## src/rtl/instr_transmit_if.sv

```systemverilog
// ----------------------------------------------------------------------------
// instr_transmit_if
// Purpose : stream bus between the instruction ROM transmitter and its
//           consumer (instruction fetch / receive path).
// Signals :
//   t_i_syn   consumer -> transmitter, "send next word" request
//   t_o_instr transmitter -> consumer, instruction word (registered)
//   t_o_last  transmitter -> consumer, marks the final program word
//   t_o_ack   transmitter -> consumer, marks a newly sent valid word
// Modports:
//   master : transmitter side (drives the word, last and ack)
//   slave  : consumer side (drives the request)
// ----------------------------------------------------------------------------
`ifndef IWIDTH
`define IWIDTH 32
`endif

interface instr_transmit_if #(
    parameter int unsigned IWIDTH = `IWIDTH
);
    logic              t_i_syn;
    logic [IWIDTH-1:0] t_o_instr;
    logic              t_o_last;
    logic              t_o_ack;

    modport master (
        input  t_i_syn,
        output t_o_instr,
        output t_o_last,
        output t_o_ack
    );

    modport slave (
        output t_i_syn,
        input  t_o_instr,
        input  t_o_last,
        input  t_o_ack
    );
endinterface

```

## src/rtl/instr_transmit.sv

```systemverilog
// ----------------------------------------------------------------------------
// instr_transmit
// Purpose : instruction-stream source for the MIPS core. Holds a small fixed
//           program ROM and streams one word per clock while the consumer
//           holds the sync request. Each sent word is flagged with ack, the
//           final program word additionally with last.
// Ports   :
//   t_clk  clock, rising edge
//   t_rst  synchronous reset, active-low
//   bus    instr_transmit_if.master (t_i_syn in; t_o_instr/t_o_last/t_o_ack out)
// Options :
//   TRANSMIT_LOOP_EN  when defined the stream wraps to word 0 after the last
//                     word and keeps going; otherwise the stream is one-shot
//                     and waits in DONE until the request is dropped.
// ----------------------------------------------------------------------------
`ifndef IWIDTH
`define IWIDTH 32
`endif

module instr_transmit #(
    parameter int unsigned IWIDTH = `IWIDTH,
    parameter int unsigned DEPTH  = 6,
    parameter int unsigned AWIDTH = 3
) (
    input  logic                t_clk,
    input  logic                t_rst,
    instr_transmit_if.master    bus
);

    localparam logic [AWIDTH-1:0] LAST_IDX = AWIDTH'(DEPTH - 1);

`ifdef TRANSMIT_LOOP_EN
    typedef enum logic {
        ST_SEND = 1'b0
    } state_t;
`else
    typedef enum logic {
        ST_SEND = 1'b0,
        ST_DONE = 1'b1
    } state_t;
`endif

    state_t            r_state;
    state_t            w_state_nxt;
    logic [AWIDTH-1:0] r_ptr;
    logic [AWIDTH-1:0] w_ptr_nxt;
    logic [IWIDTH-1:0] r_instr;
    logic [IWIDTH-1:0] w_instr_nxt;
    logic              r_ack;
    logic              w_ack_nxt;
    logic              r_last;
    logic              w_last_nxt;
    logic              w_ptr_at_last;
    logic [IWIDTH-1:0] w_rom_word;

    // Fixed program image; anything beyond the six real words reads as zero.
    function automatic logic [IWIDTH-1:0] rom_word(input logic [AWIDTH-1:0] idx);
        logic [IWIDTH-1:0] word;
        case (int'(idx))
            0:       word = IWIDTH'(32'h2008_0005);
            1:       word = IWIDTH'(32'h2009_000A);
            2:       word = IWIDTH'(32'h0109_5020);
            3:       word = IWIDTH'(32'h0109_5822);
            4:       word = IWIDTH'(32'hAC0A_0000);
            5:       word = IWIDTH'(32'h8C0C_0000);
            default: word = '0;
        endcase
        return word;
    endfunction

    assign w_rom_word    = rom_word(r_ptr);
    assign w_ptr_at_last = (r_ptr == LAST_IDX);

    // State, pointer and output registers.
    always_ff @(posedge t_clk) begin
        if (!t_rst) begin
            r_state <= ST_SEND;
            r_ptr   <= '0;
            r_instr <= '0;
            r_ack   <= 1'b0;
            r_last  <= 1'b0;
        end else begin
            r_state <= w_state_nxt;
            r_ptr   <= w_ptr_nxt;
            r_instr <= w_instr_nxt;
            r_ack   <= w_ack_nxt;
            r_last  <= w_last_nxt;
        end
    end

    // Next-state and next-output logic. The word register holds by default,
    // ack/last are single-cycle strobes that fall back to zero.
    always_comb begin
        w_state_nxt = r_state;
        w_ptr_nxt   = r_ptr;
        w_instr_nxt = r_instr;
        w_ack_nxt   = 1'b0;
        w_last_nxt  = 1'b0;

        case (r_state)
            ST_SEND: begin
                if (bus.t_i_syn) begin
                    w_instr_nxt = w_rom_word;
                    w_ack_nxt   = 1'b1;
                    w_last_nxt  = w_ptr_at_last;
                    if (w_ptr_at_last) begin
                        w_ptr_nxt = '0;
`ifndef TRANSMIT_LOOP_EN
                        w_state_nxt = ST_DONE;
`endif
                    end else begin
                        w_ptr_nxt = r_ptr + AWIDTH'(1);
                    end
                end
            end
`ifndef TRANSMIT_LOOP_EN
            // Wait for the consumer to drop the request before re-arming;
            // the re-arming edge itself emits nothing.
            ST_DONE: begin
                if (!bus.t_i_syn) begin
                    w_state_nxt = ST_SEND;
                    w_ptr_nxt   = '0;
                end
            end
`endif
            default: begin
                w_state_nxt = ST_SEND;
                w_ptr_nxt   = '0;
            end
        endcase
    end

    assign bus.t_o_instr = r_instr;
    assign bus.t_o_ack   = r_ack;
    assign bus.t_o_last  = r_last;

endmodule

```

## src/flat_wrapper.sv

```systemverilog
// flat-port wrapper written by rule: the top's interface ports become plain ports
module instr_transmit_flat 
#(
    parameter int unsigned IWIDTH = `IWIDTH,
    parameter int unsigned DEPTH  = 6,
    parameter int unsigned AWIDTH = 3
)
  (t_clk, t_rst, bus_t_i_syn, bus_t_o_instr, bus_t_o_last, bus_t_o_ack);
  instr_transmit_if #(.IWIDTH(IWIDTH)) bus_i ();
  input  logic t_clk;
  input  logic t_rst;
  input wire logic [$bits(bus_i.t_i_syn)-1:0] bus_t_i_syn;
  output wire logic [$bits(bus_i.t_o_instr)-1:0] bus_t_o_instr;
  output wire logic [$bits(bus_i.t_o_last)-1:0] bus_t_o_last;
  output wire logic [$bits(bus_i.t_o_ack)-1:0] bus_t_o_ack;
  assign bus_i.t_i_syn = bus_t_i_syn;
  assign bus_t_o_instr = bus_i.t_o_instr;
  assign bus_t_o_last = bus_i.t_o_last;
  assign bus_t_o_ack = bus_i.t_o_ack;
  instr_transmit #(.IWIDTH(IWIDTH), .DEPTH(DEPTH), .AWIDTH(AWIDTH)) u_core (.t_clk(t_clk), .t_rst(t_rst), .bus(bus_i));
endmodule
```

## config.mk

```make
export PLATFORM = sky130hd
export DESIGN_NAME = instr_transmit_flat
export DESIGN_NICKNAME = d
export VERILOG_FILES = /design/src/rtl/instr_transmit_if.sv /design/src/rtl/instr_transmit.sv /design/src/flat_wrapper.sv
export SDC_FILE = /design/constraint.sdc
export NUM_CORES = 1
export LEC_CHECK = 0
export BUFFER_PORTS_ARGS = -buffer_cell sky130_fd_sc_hd__buf_2
export CORE_ASPECT_RATIO = 1.1
export CORE_UTILIZATION = 50
export CTS_BUF_LIST = sky130_fd_sc_hd__clkbuf_4 sky130_fd_sc_hd__clkbuf_8 sky130_fd_sc_hd__clkbuf_16
export DETAILED_ROUTE_END_ITERATION = 10
export GPL_TIMING_DRIVEN = 0
export PLACE_DENSITY_LB_ADDON = 0.3
export SLEW_MARGIN = 20
export SYNTH_ARGS = -nofsm -noshare
export SYNTH_HDL_FRONTEND = slang
export SYNTH_SLANG_ARGS = --single-unit
```

## constraint.sdc

```tcl
create_clock -name t_clk -period 3.1 [get_ports t_clk]
set_input_delay 0.465 -clock t_clk [delete_from_list [all_inputs] [get_ports t_clk]]
set_output_delay 0.465 -clock t_clk [all_outputs]
set_load 0.1 [all_outputs]
```

==> implementation parameters, run 1 <==
Parameter                              Value

Status
  Result of the run    finished clean

Clock tree
  CTS tree    yes
  Post-CTS setup buffers    0
  # resized after CTS    0
  # clock sinks    17
  CTS H-Tree Depth    1
  Number of buffers inserted during clock tree synthesis    3
  Clock Tree Root    sky130_fd_sc_hd__clkbuf_4
  Clock transition time at the flip-flop clock pins of the worst setup and hold paths    0.10 ns
  Hold-fix buffers, CTS    0
  Maximum clock insertion buffer count    2
  Worst-Skew Late Latency    0.28 ns

Hold path
  Type of the most critical hold path    primary input to register

STA
  Final worst path period need    1.667 ns
  Final Hold Vio Count    0
  Setup-violating endpoint count in the final report    0
  Max frequency    0.5998 GHz
  Skew final    0.002515 ns
  Count of final max-slew check failures    0
  Unrepaired setup endpoints after global routing    false
  Setup TNS after final layout    0 ns
  Minimum setup slack in the final design    1.433 ns
  Final worst path period share    0.5378

Cells and area
  Final Net Count    146
  Total area of multi-input combinational cells    411.6 µm²
  Area Growth Syn to Fin    23.01%
  Total of fill cells in the finished design    141
  Finished layout cell area    1104 µm²
  Final core utilization    0.6837
  Layout cells sized above 1    0.3857
  Diode insertion count for antenna repair    0
  Total area of sequential cells    340.3 µm²

Pwr
  Part of the total power dissipated in the clock network    0.197
  Net Sw Power    0.2630 mW
  Static leakage power    0.5923 nW
  Seq pwr share    0.401
  Relative contribution of combinational cells to total power    0.402
  Share of total power consumed by net switching    0.4517
  Worst supply voltage drop on vdd    0.3081 mV
  P_int    0.3192 mW
  Ratio of total power to cell area    527.5 nW/µm²

Placed design
  Pre-CTS setup slack    1.530 ns
  Total half-perimeter wirelength after legalization and detailed placement    1.178 mm
  Number of buffers added on ports    21
  GPL Wtd Cong    0.7934
  Total cell area at the placement stage    1076 µm²

Detailed routing
  Iteration-0 DRC Markers    15
  Total iterations of the first detailed-routing run    4
  Avg Vias per Cell    4.611
  Final routed wirelength across all metal layers    1.539 mm
  Total via count after detailed routing    724
  Wirelength per Cell    9.803 µm
  Post-route DRC    0
  Post-detailed-route count of antenna-violating nets    0

Synthesis
  Register bit count reported by yosys    17
  Post-synth EDFFs    0
  Number of instances in the synthesized netlist    101
  Avg Inst Size Synth    8.882 µm²
  Main synth FF type    sky130_fd_sc_hd__dfxtp_1
  Number of library cell types mapped by synthesis    26
  Number of warning messages in the yosys log    0
  Most used standard cells in the synthesized netlist    sky130_fd_sc_hd__buf_4, sky130_fd_sc_hd__dfxtp_1, sky130_fd_sc_hd__nor2b_1
  Cell with the most instances after synthesis    sky130_fd_sc_hd__buf_4
  Post-synthesis cell area    897.1 µm²
  Cell type with the largest total area after synthesis    sky130_fd_sc_hd__dfxtp_1
  Synth top area share    0.3794
  Sequential cell area fraction in the yosys report    0.3794
  Cell types with the largest area share after synthesis    sky130_fd_sc_hd__dfxtp_1, sky130_fd_sc_hd__buf_4, sky130_fd_sc_hd__nor2b_1
  Async S/R FF share, synth    0

Global route
  Grt total ovfl    0
  Number of global-route vias before repair    588
  Pin count of the biggest net entering global routing    11
  First-pass GRT wire length    2.359 mm
  Global-route usage over all layers    0.1590
  Initial antenna violation count    0

Critical path
  Type of the setup path with the least slack    register to output pin
  Critical Path Fanout Max    5
  CP delay by family, top    buffers and inverters
  Worst path cell trace    buf_4 > buf_2
  Number of buffers and inverters on the critical path    2
  Flop-to-flop setup slack    1.58 ns
  Crit path arrival time    1.20 ns
  Req. time, crit path    2.63 ns
  Critical path launch point type    register
  Slowest library cell on the worst path    sky130_fd_sc_hd__buf_2
  CP max stage delay    0.41 ns
  Crit path capture type    output pin

Floorplan
  I/O pin cnt    37
  Starting density of the core    0.5558
  Die Wd    42.39 µm
  Height of the chip    46.43 µm
  Die Footprint    1968 µm²
  Core footprint    1614 µm²
  Number of core rows    15

Flow run
  Number of maximum-capacitance violations    0
-- logic make-up after synthesis --
family,after synthesis,share of synthesized area
simple gates,32,0.1967
compound gates,15,0.1060
other cells,1,0.004180
mux,5,0.05579
buf+inv,28,0.2204
xor+xnor,1,0.009765
flops,17,0.3794
fa+ha+maj,2,0.02789
-- power by group through the flow --
stage                     clock (mW)  sequential, mW  combinational, mW
final                          0.115           0.233              0.234
after global routing           0.133           0.235              0.243
after CTS                      0.121           0.233              0.234
after detailed placement           0           0.238              0.233
after global placement             0           0.238              0.232
after floorplan                    0           0.293              0.160
-- final cells by class --
type | instances | share of cell area
clock buffers | 3 | 0.02041
multi-input cells | 70 | 0.3730
clock inverters | 1 | 0.004535
repair buffers | 21 | 0.09524
well taps | 17 | 0.01927
inverters | 2 | 0.006803
plain buffers | 26 | 0.1723
flip-flops and latches | 17 | 0.3084
-- registers in the layout, summed over array words and instances, names as in the netlist --
register / flops
u_core.r_ptr: 3
u_core.bus.t_o_last: 1
u_core.r_state: 1
u_core.bus.t_o_instr: 11
u_core.bus.t_o_ack: 1
-- worst reg2reg max path, delay by kind of cell (launching register included) --
family	cells	cell delay [ns]
flops	1	0.46
buf+inv	3	0.42
simple gates	1	0.19
fa+ha+maj	1	0.18
compound gates	1	0.16
-- layout by cell type, fill, tap and decap left out, types with 4 or more instances in the layout --
cell | Yosys | routed
sky130_fd_sc_hd__dfxtp_1 | 17 | 17
sky130_fd_sc_hd__o21ai_0 | 4 | 4
sky130_fd_sc_hd__nor2_1 | 8 | 8
sky130_fd_sc_hd__mux2i_1 | 5 | 5
sky130_fd_sc_hd__buf_2 | 2 | 23
sky130_fd_sc_hd__conb_1 | 1 | 15
sky130_fd_sc_hd__nor2b_1 | 9 | 9
sky130_fd_sc_hd__a21oi_1 | 6 | 6
sky130_fd_sc_hd__buf_4 | 22 | 22
-- layer usage --
layer	GRT usage	wire [µm]	share of wire	up-vias
li1	-	-	-	372
met1	0.1881	640	0.42	323
met2	0.2677	786	0.51	25
met3	0.02745	75	0.049	4
met4	0.1063	36	0.023	0
met5	0	0	0	-
-- per-stage QoR --
step | hold WS [ns] | cells | power (mW)
after CTS | 0.4316 | 157 | 0.5885
final | 0.4383 | 157 | 0.5822
after floorplan | 0.4928 | 115 | 0.4526
after detailed placement | 0.4779 | 153 | 0.4719
after global placement | 0.4687 | 153 | 0.4697
after global routing | 0.4617 | 157 | 0.6111
-- path summary, 6_finish.rpt --
path,startpoint,endpoint,depth (start not counted)
setup / recovery,u_core.bus.t_o_instr[24]$_SDFFE_PN0P_,bus_t_o_instr[12],2
hold / removal,bus_t_i_syn,u_core.r_state$_SDFF_PN0_,3
setup reg to reg,u_core.r_state$_SDFF_PN0_,u_core.bus.t_o_instr[17]$_SDFFE_PN0P_,6
hold reg to reg,u_core.bus.t_o_instr[1]$_SDFFE_PN0P_,u_core.bus.t_o_instr[1]$_SDFFE_PN0P_,2
(Power assumes the default switching activity.)
==> run 2: changes to the inputs <==
--- a/config.mk
+++ b/config.mk
@@ -7,7 +7,7 @@
 export LEC_CHECK = 0
 export BUFFER_PORTS_ARGS = -buffer_cell sky130_fd_sc_hd__buf_2
 export CORE_ASPECT_RATIO = 1.1
-export CORE_UTILIZATION = 50
+export CORE_UTILIZATION = 42
 export CTS_BUF_LIST = sky130_fd_sc_hd__clkbuf_4 sky130_fd_sc_hd__clkbuf_8 sky130_fd_sc_hd__clkbuf_16
 export DETAILED_ROUTE_END_ITERATION = 10
 export GPL_TIMING_DRIVEN = 0
==> constraint.sdc (replaced) <==
create_clock -name t_clk -period 1.51 [get_ports t_clk]
set_input_delay 0.2265 -clock t_clk [delete_from_list [all_inputs] [get_ports t_clk]]
set_output_delay 0.2265 -clock t_clk [all_outputs]
set_load 0.1 [all_outputs]
==> run 2 against run 1 <==
  * Via count shrank 3.5%
  * Sequential share of layout area shrank 0.061 points
  * Register-to-register slack lost 1.5 ns
  * Worst setup slack lost 1.4 ns
  * Sequential power grew 110%
  * Non-clock buffer count is the same
  * Critical path type is now register to register
  * Critical endpoint is now u_core.r_ptr[2]$_SDFFE_PN0P_
  * Largest cell class unchanged
  * Largest power group unchanged
  * Highest routed layer unchanged
==> implementation parameters, run 2 (synthesis gave the netlist of run 1 again) <==
Parameter                              Value

Status
  Result of the run    finished clean (unchanged)

Detailed routing
  Iteration-0 DRC Markers    13 (was 15)
  Final routed wirelength across all metal layers    1.448 mm (was 1.539 mm)
  Wirelength per Cell    8.619 µm (was 9.803 µm)
  Total iterations of the first detailed-routing run    4 (unchanged)
  Post-route DRC    0 (unchanged)
  Post-detailed-route count of antenna-violating nets    0 (unchanged)
  Total via count after detailed routing    699 (was 724)
  Avg Vias per Cell    4.161 (was 4.611)

Critical path
  Crit path capture type    register (was output pin)
  Critical Path Fanout Max    10 (was 5)
  Origin of the critical flop-to-flop path    u_core.r_ptr[0]$_SDFFE_PN0P_ (was u_core.r_state$_SDFF_PN0_)
  Crit path arrival time    1.67 ns (was 1.20 ns)
  End of the worst register-to-register path    u_core.r_ptr[2]$_SDFFE_PN0P_ (was u_core.bus.t_o_instr[17]$_SDFFE_PN0P_)
  Critical path launch point type    register (unchanged)
  Flop-to-flop setup slack    0.08 ns (was 1.58 ns)
  Type of the setup path with the least slack    register to register (was register to output pin)
  Path depth of the worst reg2reg path    5 (was 6)
  Req. time, crit path    1.75 ns (was 2.63 ns)

Placed design
  Total cell area at the placement stage    1094 µm² (was 1076 µm²)
  Placed insts    164 (was 153)
  Total half-perimeter wirelength after legalization and detailed placement    1.084 mm (was 1.178 mm)
  GPL Wtd Cong    0.7839 (was 0.7934)
  Pre-CTS setup slack    0.02888 ns (was 1.530 ns)
  Number of buffers added on ports    21 (unchanged)

STA
  Final worst path period need    1.430 ns
  Max frequency    0.6994 GHz
  Unrepaired setup endpoints after global routing    false (unchanged)
  Minimum setup slack in the final design    0.08011 ns (was 1.433 ns)
  Final worst path period share    0.9469
  Count of final max-slew check failures    0 (unchanged)
  Setup-violating endpoint count in the final report    0 (unchanged)
  Final Hold Vio Count    0 (unchanged)
  Skew final    0.008721 ns (was 0.002515 ns)
  Setup TNS after final layout    0 ns (unchanged)

Pwr
  P_int    0.6579 mW (was 0.3192 mW)
  Share of total power consumed by net switching    0.4502 (was 0.4517)
  Worst supply voltage drop on vdd    0.5558 mV (was 0.3081 mV)
  Net Sw Power    0.5386 mW (was 0.2630 mW)
  Seq pwr share    0.401 (about the same)
  Part of the total power dissipated in the clock network    0.197 (about the same)
  Relative contribution of combinational cells to total power    0.402 (about the same)
  Static leakage power    0.5946 nW (was 0.5923 nW)
  Ratio of total power to cell area    1063 nW/µm² (was 527.5 nW/µm²)
  Total power of the final layout    1.197 mW (was 0.5822 mW)

Clock tree
  Clock Tree Root    sky130_fd_sc_hd__clkbuf_4 (unchanged)
  CTS tree    yes (unchanged)
  CTS H-Tree Depth    1 (unchanged)
  Maximum clock insertion buffer count    2 (unchanged)
  Number of buffers inserted during clock tree synthesis    3 (unchanged)
  # clock sinks    17 (unchanged)
  Post-CTS setup buffers    0 (unchanged)
  Hold-fix buffers, CTS    0 (unchanged)
  Worst-Skew Late Latency    0.29 ns (was 0.28 ns)
  Clock transition time at the flip-flop clock pins of the worst setup and hold paths    0.10 ns (about the same)

Cells and area
  Most frequent standard cell in the layout excluding fill and tap cells    sky130_fd_sc_hd__buf_4 (was sky130_fd_sc_hd__buf_2)
  Area Growth Syn to Fin    25.52% (was 23.01%)
  Final Net Count    146 (unchanged)
  Layout cells sized above 1    0.4214 (was 0.3857)
  Number of flip-flops under the largest register name    11 (unchanged)
  Diode insertion count for antenna repair    0 (unchanged)
  Non-filler instance count after layout    168 (was 157)
  Commonest cells after routing, fill and taps aside    sky130_fd_sc_hd__buf_4, sky130_fd_sc_hd__buf_2, sky130_fd_sc_hd__conb_1, sky130_fd_sc_hd__dfxtp_1, sky130_fd_sc_hd__nor2b_1 (was sky130_fd_sc_hd__buf_2, sky130_fd_sc_hd__buf_4, sky130_fd_sc_hd__dfxtp_1, sky130_fd_sc_hd__conb_1, sky130_fd_sc_hd__nor2b_1)
  Finished layout cell area    1126 µm² (was 1104 µm²)

Global route
  Initial antenna violation count    0 (unchanged)
  First-pass GRT wire length    2.242 mm (was 2.359 mm)
  Pin count of the biggest net entering global routing    11 (unchanged)
  Grt total ovfl    0 (unchanged)
  Number of global-route vias before repair    537 (was 588)
  Global-route usage over all layers    0.1339 (was 0.1590)

Flow run
  Number of maximum-capacitance violations    0 (unchanged)

Hold path
  Type of the most critical hold path    primary input to register (unchanged)
  Worst hold path cell count    3 (unchanged)
  Worst min-delay path endpoint    u_core.r_state$_SDFF_PN0_ (unchanged)
  Hold_sp    bus_t_i_syn (unchanged)

Floorplan
  Starting density of the core    0.4487 (was 0.5558)
  Die Wd    46.07 µm (was 42.39 µm)
  I/O pin cnt    37 (unchanged)
  Number of core rows    17 (was 15)
  Die Footprint    2325 µm² (was 1968 µm²)
  Core footprint    1999 µm² (was 1614 µm²)
  Height of the chip    50.47 µm (was 46.43 µm)
run 2: cell counts in the layout (fill, tap and decap cells not counted):
No cell type changed its count.
run 2: stage by stage:
stage / util / hold WS [ns]
after floorplan: - / 0.3547
after global placement: 0.5469 / 0.4690
after detailed placement: 0.5469 / 0.4801
after CTS: 0.5607 / 0.1995
after global routing: 0.5632 / 0.1874
final: 0.5632 / 0.2060
run 2: layout make-up:
cell class | count | area [µm²]
plain buffers | 26 | 192.7
clock buffers | 3 | 22.52
clock inverters | 1 | 5.005
fillers | 203 | 873.3
inverters | 2 | 7.507
multi-input cells | 70 | 411.6
flip-flops and latches | 17 | 346.6
well taps | 28 | 35.03
repair buffers | 21 | 105.1
run 2: repair_timing:
item	in CTS	in global routing
resized for setup	0	4
hold endpoints to repair	0	0
setup endpoints to repair	0	3
run 2: worst max-delay path: stages, from the launching register on:
cell and delay [ns]:
sky130_fd_sc_hd__dfxtp_2 0.35, sky130_fd_sc_hd__buf_4 0.16, sky130_fd_sc_hd__and2_2 0.19, sky130_fd_sc_hd__ha_1 0.27
sky130_fd_sc_hd__o41ai_2 0.26, sky130_fd_sc_hd__and2_1 0.15
run 2: worst max-delay path by stage:
stage | startpoint | to | slack (ns) | depth (start not counted)
6_report | u_core.r_ptr[0]$_SDFFE_PN0P_ | u_core.r_ptr[2]$_SDFFE_PN0P_ | 0.08 | 5
5_1_grt | u_core.r_ptr[0]$_SDFFE_PN0P_ | u_core.r_ptr[2]$_SDFFE_PN0P_ | 0.005 | 5
4_1_cts | u_core.r_state$_SDFF_PN0_ | u_core.bus.t_o_instr[17]$_SDFFE_PN0P_ | 0.02 | 6
3_5_place_dp | u_core.r_state$_SDFF_PN0_ | u_core.bus.t_o_instr[17]$_SDFFE_PN0P_ | 0.03 | 6
3_3_place_gp | u_core.r_state$_SDFF_PN0_ | u_core.bus.t_o_instr[17]$_SDFFE_PN0P_ | 0.05 | 6
2_1_floorplan | u_core.r_state$_SDFF_PN0_ | u_core.bus.t_o_instr[17]$_SDFFE_PN0P_ | 0.13 | 6
run 2: power by group through the flow:
stage / Sequential (mW) / Combinational [mW] / Clock, mW
after floorplan: 0.602 / 0.328 / 0
after global placement: 0.489 / 0.477 / 0
after detailed placement: 0.490 / 0.479 / 0
after CTS: 0.480 / 0.479 / 0.249
after global routing: 0.483 / 0.499 / 0.269
final: 0.480 / 0.481 / 0.235
run 2: metal layers:
metal | vias to the layer above | share of wire | GRT usage
met3 | 2 | 0.046 | 0.02158
met1 | 302 | 0.42 | 0.1614
met4 | 0 | 0.014 | 0.08824
met5 | - | 0 | 0
li1 | 374 | - | -
met2 | 21 | 0.52 | 0.2113
